===== config.mk =====
export PLATFORM = sky130hd
export DESIGN_NAME = uc_sequencer
export DESIGN_NICKNAME = d
export VERILOG_FILES = /design/src/rtl/uc_pkg.sv /design/src/rtl/uc_sequencer_instr_reg.sv /design/src/rtl/uc_sequencer.sv
export SDC_FILE = /design/constraint.sdc
export NUM_CORES = 1
export LEC_CHECK = 0
export CORE_UTILIZATION = 39
export DETAILED_ROUTE_END_ITERATION = 12
export GPL_TIMING_DRIVEN = 0
export PLACE_DENSITY = 0.92
export REMOVE_ABC_BUFFERS = 1
export SLEW_MARGIN = 20
export SYNTH_ARGS = -nofsm -noshare
export SYNTH_HDL_FRONTEND = slang
export SYNTH_SLANG_ARGS = --single-unit

===== constraint.sdc =====
create_clock -name clk -period 2.6 [get_ports clk]
set_clock_uncertainty 0.2 [all_clocks]
set_input_delay 0.26 -clock clk [delete_from_list [all_inputs] [get_ports clk]]
set_output_delay 0.26 -clock clk [all_outputs]
set_load 0.01 [all_outputs]

===== src/rtl/uc_pkg.sv =====
// Shared definitions for the accumulator-core control unit: opcodes,
// FSM state encoding and default widths.
package uc_pkg;

  localparam int ADR_W  = 6;
  localparam int DATA_W = ADR_W + 2;

  localparam logic [1:0] OP_NOR = 2'b00;
  localparam logic [1:0] OP_ADD = 2'b01;
  localparam logic [1:0] OP_STA = 2'b10;
  localparam logic [1:0] OP_JCC = 2'b11;

  typedef enum logic [3:0] {
    S_INIT    = 4'd0,
    S_FETCH   = 4'd1,
    S_LOAD_IR = 4'd2,
    S_DECODE  = 4'd3,
    S_READ_OP = 4'd4,
    S_EXEC    = 4'd5,
    S_STORE   = 4'd6,
    S_JUMP    = 4'd7
  } state_t;

endpackage


===== src/rtl/uc_sequencer_instr_reg.sv =====
// Instruction register: captures a fetched word when loaded with ce high and
// splits it into the opcode (two MSBs) and the address field.
module instr_reg #(
  parameter int ADR_W  = uc_pkg::ADR_W,
  parameter int DATA_W = uc_pkg::DATA_W
) (
  input  logic              clk,
  input  logic              rst,
  input  logic              ce,
  input  logic              load,
  input  logic [DATA_W-1:0] d,
  output logic [1:0]        ir_op,
  output logic [ADR_W-1:0]  ir_adr
);

  always_ff @(posedge clk or posedge rst) begin
    if (rst) begin
      ir_op  <= 2'b00;
      ir_adr <= '0;
    end else if (ce && load) begin
      ir_op  <= d[DATA_W-1 -: 2];
      ir_adr <= d[ADR_W-1:0];
    end
  end

endmodule


===== src/rtl/uc_sequencer.sv =====
// Fetch/decode/execute sequencer for the NOR/ADD/STA/JCC accumulator core.
// Strobes are decoded from the current state and gated by ce.
module uc_sequencer #(
  parameter int ADR_W  = uc_pkg::ADR_W,
  parameter int DATA_W = uc_pkg::DATA_W
) (
  input  logic              clk,
  input  logic              rst,
  input  logic              ce,
  input  logic [DATA_W-1:0] data_in,
  input  logic              carry_in,
  output logic              clear_PC,
  output logic              load_PC,
  output logic              enable_PC,
  output logic [1:0]        ir_op,
  output logic [ADR_W-1:0]  ir_adr,
  output logic              sel_adr,
  output logic              ce_mem,
  output logic              we_mem,
  output logic              load_ACCU,
  output logic [1:0]        sel_op,
  output logic              load_carry,
  output logic              init_carry
);
  import uc_pkg::*;

  state_t state;
  logic   ir_load;

  assign ir_load = (state == S_LOAD_IR);

  instr_reg #(.ADR_W(ADR_W), .DATA_W(DATA_W)) u_ir (
    .clk    (clk),
    .rst    (rst),
    .ce     (ce),
    .load   (ir_load),
    .d      (data_in),
    .ir_op  (ir_op),
    .ir_adr (ir_adr)
  );

  always_ff @(posedge clk or posedge rst) begin
    if (rst) begin
      state <= S_INIT;
    end else if (ce) begin
      case (state)
        S_INIT:    state <= S_FETCH;
        S_FETCH:   state <= S_LOAD_IR;
        S_LOAD_IR: state <= S_DECODE;
        S_DECODE: begin
          case (ir_op)
            OP_NOR, OP_ADD: state <= S_READ_OP;
            OP_STA:         state <= S_STORE;
            default:        state <= S_JUMP;
          endcase
        end
        S_READ_OP: state <= S_EXEC;
        S_EXEC:    state <= S_FETCH;
        S_STORE:   state <= S_FETCH;
        S_JUMP:    state <= S_FETCH;
        default:   state <= S_INIT;
      endcase
    end
  end

  // JCC jumps only when carry is clear; the carry is cleared either way.
  always_comb begin
    clear_PC   = 1'b0;
    load_PC    = 1'b0;
    enable_PC  = 1'b0;
    sel_adr    = 1'b0;
    ce_mem     = 1'b0;
    we_mem     = 1'b0;
    load_ACCU  = 1'b0;
    load_carry = 1'b0;
    init_carry = 1'b0;
    if (ce) begin
      case (state)
        S_INIT: begin
          clear_PC   = 1'b1;
          enable_PC  = 1'b1;
          init_carry = 1'b1;
        end
        S_FETCH:   ce_mem = 1'b1;
        S_LOAD_IR: enable_PC = 1'b1;
        S_READ_OP: begin
          ce_mem  = 1'b1;
          sel_adr = 1'b1;
        end
        S_EXEC: begin
          load_ACCU  = 1'b1;
          load_carry = (ir_op == OP_ADD);
        end
        S_STORE: begin
          ce_mem  = 1'b1;
          we_mem  = 1'b1;
          sel_adr = 1'b1;
        end
        S_JUMP: begin
          load_PC    = ~carry_in;
          init_carry = 1'b1;
        end
        default: ;
      endcase
    end
  end

  assign sel_op = ir_op;

endmodule


==> results.md <==
- Status: completed
- Worst skew pair latency: 0.26 ns
- Initial antenna violation count: 0
- Cell internal pwr: 0.6263 mW
- Chip Height: around 40 microns
- Syn Std Cell Area: around 570 sq um
- CTS Sinks: 11
- Relative slew slack: 0.6597
- Period utilisation layout: 0.9565
- Sw Pwr: 0.3144 mW
- Setup crit end kind: output port
- P per Cell Area: 1052 nW/um^2
- WHS: 0.07807 ns
- Setup violations, final: 0
- Worst Path Buf+Inv: 1
- Peak supply drop: 0.0005081 V
- #FFs+latches synth: 11
- Critical R2R Capture: u_ir.ir_adr[3]
- CTS clock-pin slew for the worst setup and hold paths: around 0.060 ns
- Crit Path Class: flop to output port
- Fin. max-slew vios: 0
- Synth-to-layout area growth: 57.84%
- Final Critical Period: about 2.5 ns
- CP endpoint: ce_mem
- Worst reg-to-reg path cell count: 3
- RSZ-0062 raised after global routing: no
- Die Width: ~40 microns
- GP Congestion: 0.5944
- DRC viols: 0
- Drt total wl: 1.099 mm
- Total grt overflow: 0
- Setup TNS: 0 ns
- Combinational share of power: 0.503
- Reg-to-Reg Start: state[1]
- First-pass GRT wire length: 1.621 mm
- Final Net Count: 95
- CTS tree: built
- Sw frac: 0.3342
- Synth warn: 0
- Root buffer cell: clkbuf_4
- Clk pwr share: 0.116
- Post-detailed-route count of antenna-violating nets: 0
- Required time worst endpoint: 2.14 ns
- IO Port Bufs: 30
- CTS max path bufs: 2
- Initial core utilization: 0.4250
- Initial drt markers: 8
- Hpwl dp: ~900 microns
- Crit path max fanout: 16
- Vias in the first global route: 427
- Top Ports: 31
- Flop pwr share: 0.381
- First-pass iteration count of the detailed router: 4
- Ant. Diodes: 0
- Lkg Pwr: 0.3584 nW
- Delay-heaviest family, CP: flip-flops
- CP Data Arrival Time: 2.03 ns
- Post_cts resized: 0
- Synth cell types: 23
- Vias: 491
- Core area: 1334 sq um
- Routed len/inst: approximately 11 microns
- Pwr Total: 0.9407 mW
- Sequential element share of the synthesized area: 0.4857
- Rows: 13
- Via density per instance: 5.062
- Final Hold Fails: 0
- Setup crit start: state[0]
- Largest net degree at the start of global routing: 17
- Cells after synthesis: 52
- Top achievable clock speed: 402.1 MHz
- Crit-path cells: or3b_2 -> a21oi_1 -> clkdlybuf4s50_1
- Full die area: 1610 sq um
- CTS Hold Bufs: 0
- Critical path's largest stage delay: 0.58 ns
- Hold Path Class: input pin to asynchronous set/reset pin
- Critical Path Stages: 3
- Max cap viols: 0
- Critical path startpoint category: flop
- CTS HTree Levels: 1
- R2r setup slk: 0.63 ns
- Share of layout cells above drive strength 1: 0.1707
- Syn avg cell area: between 10 and 15 sq um
- Total CTS buffers: 3
- Post-CTS Setup Bufs: 0
- Max stage delay cell, worst path: dfrtp_1
- Total Routing Usage GR: 0.1511
- Worst-Margin Slew: slightly above 0.5 ns
-- cell usage after synthesis --
cell type | count | area (sq um)
nor4b_1 | 1 | 8.760
o2bb2ai_1 | 1 | 8.760
buf_4 | 3 | 22.52
nor3_1 | 2 | 10.01
dfrtp_1 | 11 | 275.3
nor4bb_1 | 1 | 10.01
nand2_1 | 2 | 7.510
a21o_1 | 1 | 7.510
o21ai_0 | 1 | 5.000
nand3_1 | 2 | 10.01
clkbuf_1 | 1 | 3.750
o311a_1 | 1 | 10.01
or3b_2 | 1 | 8.760
buf_2 | 1 | 5.000
nor2_1 | 3 | 11.26
nand2b_1 | 2 | 12.51
or2b_1 | 1 | 7.510
and3b_1 | 1 | 8.760
a21oi_1 | 3 | 15.01
mux2_2 | 8 | 90.09
inv_1 | 2 | 7.510
nor3b_1 | 2 | 15.01
or3_1 | 1 | 6.260
-- logic make-up after synthesis --
logic type / after synthesis / share of synthesized area
flops: 11 / 0.4856
compound gates: 7 / 0.08167
buf+inv: 7 / 0.06842
simple gates: 19 / 0.2053
mux: 8 / 0.1589
-- power groups by stage --
stage	Sequential [mW]	Combinational (mW)	Clock, mW
3_5_place_dp	0.364	0.480	0
3_3_place_gp	0.354	0.463	0
6_report	0.358	0.473	0.109
2_1_floorplan	0.382	0.186	0
5_1_grt	0.378	0.513	0.120
4_1_cts	0.362	0.481	0.114
-- worst min path at each step --
stage	startpoint	to	slack (ns)	depth (start not counted)
finish	rst	u_ir.ir_adr[4]	0.08	2
global route	rst	state[1]	0.15	2
CTS	rst	u_ir.ir_adr[1]	0.08	2
detailed placement	u_ir.ir_adr[4]	u_ir.ir_adr[4]	0.30	1
global placement	u_ir.ir_adr[5]	u_ir.ir_adr[5]	0.29	1
floorplan	rst	state[0]	-0.09	1
-- layer usage --
metal,routed length (microns),GRT usage,vias up
met5,0,0,-
li1,-,-,241
met4,0,0.05172,0
met3,71,0.01667,0
met1,434,0.1900,228
met2,594,0.2661,22
-- cell type report --
type,count,area [sq um]
clock buffer,4,26.28
fill,121,439.2
inverter,2,7.507
multi-input combinational,34,259.0
sequential,11,275.3
tap,15,18.77
timing repair buffer,31,307.8
-- sequential cells by signal, indices dropped and copies added (netlist names) --
name and count:
u_ir.ir_op 2, state 3, u_ir.ir_adr 6
-- placed cells by master, fill, tap and decap left out --
cell             count
and3b_1              1
mux2_2               8
or3_1                1
nor4b_1              1
o311a_1              1
clkdlybuf4s50_1     30
or3b_2               1
nand3_1              2
o21ai_0              1
nor3_1               2
o2bb2ai_1            1
dfrtp_1             11
clkbuf_4             3
a21o_1               1
clkbuf_1             1
nor4bb_2             1
nor3b_1              2
nand2b_1             2
buf_4                1
nor2_1               3
nand2_1              2
inv_1                2
a21oi_1              3
or2b_1               1
-- stage by stage --
stage	instance area (sq um)	cells	worst slack, ns	utilization
6_report	894.6	97	0.1132	0.6707
2_1_floorplan	535.5	47	0.4549	-
5_1_grt	894.6	97	0.001947	0.6707
3_3_place_gp	854.6	92	-0.2381	0.6407
3_5_place_dp	868.3	93	0.2409	0.6510
4_1_cts	894.6	97	0.09982	0.6707
Note: power is estimated with default switching activity, not from simulation.
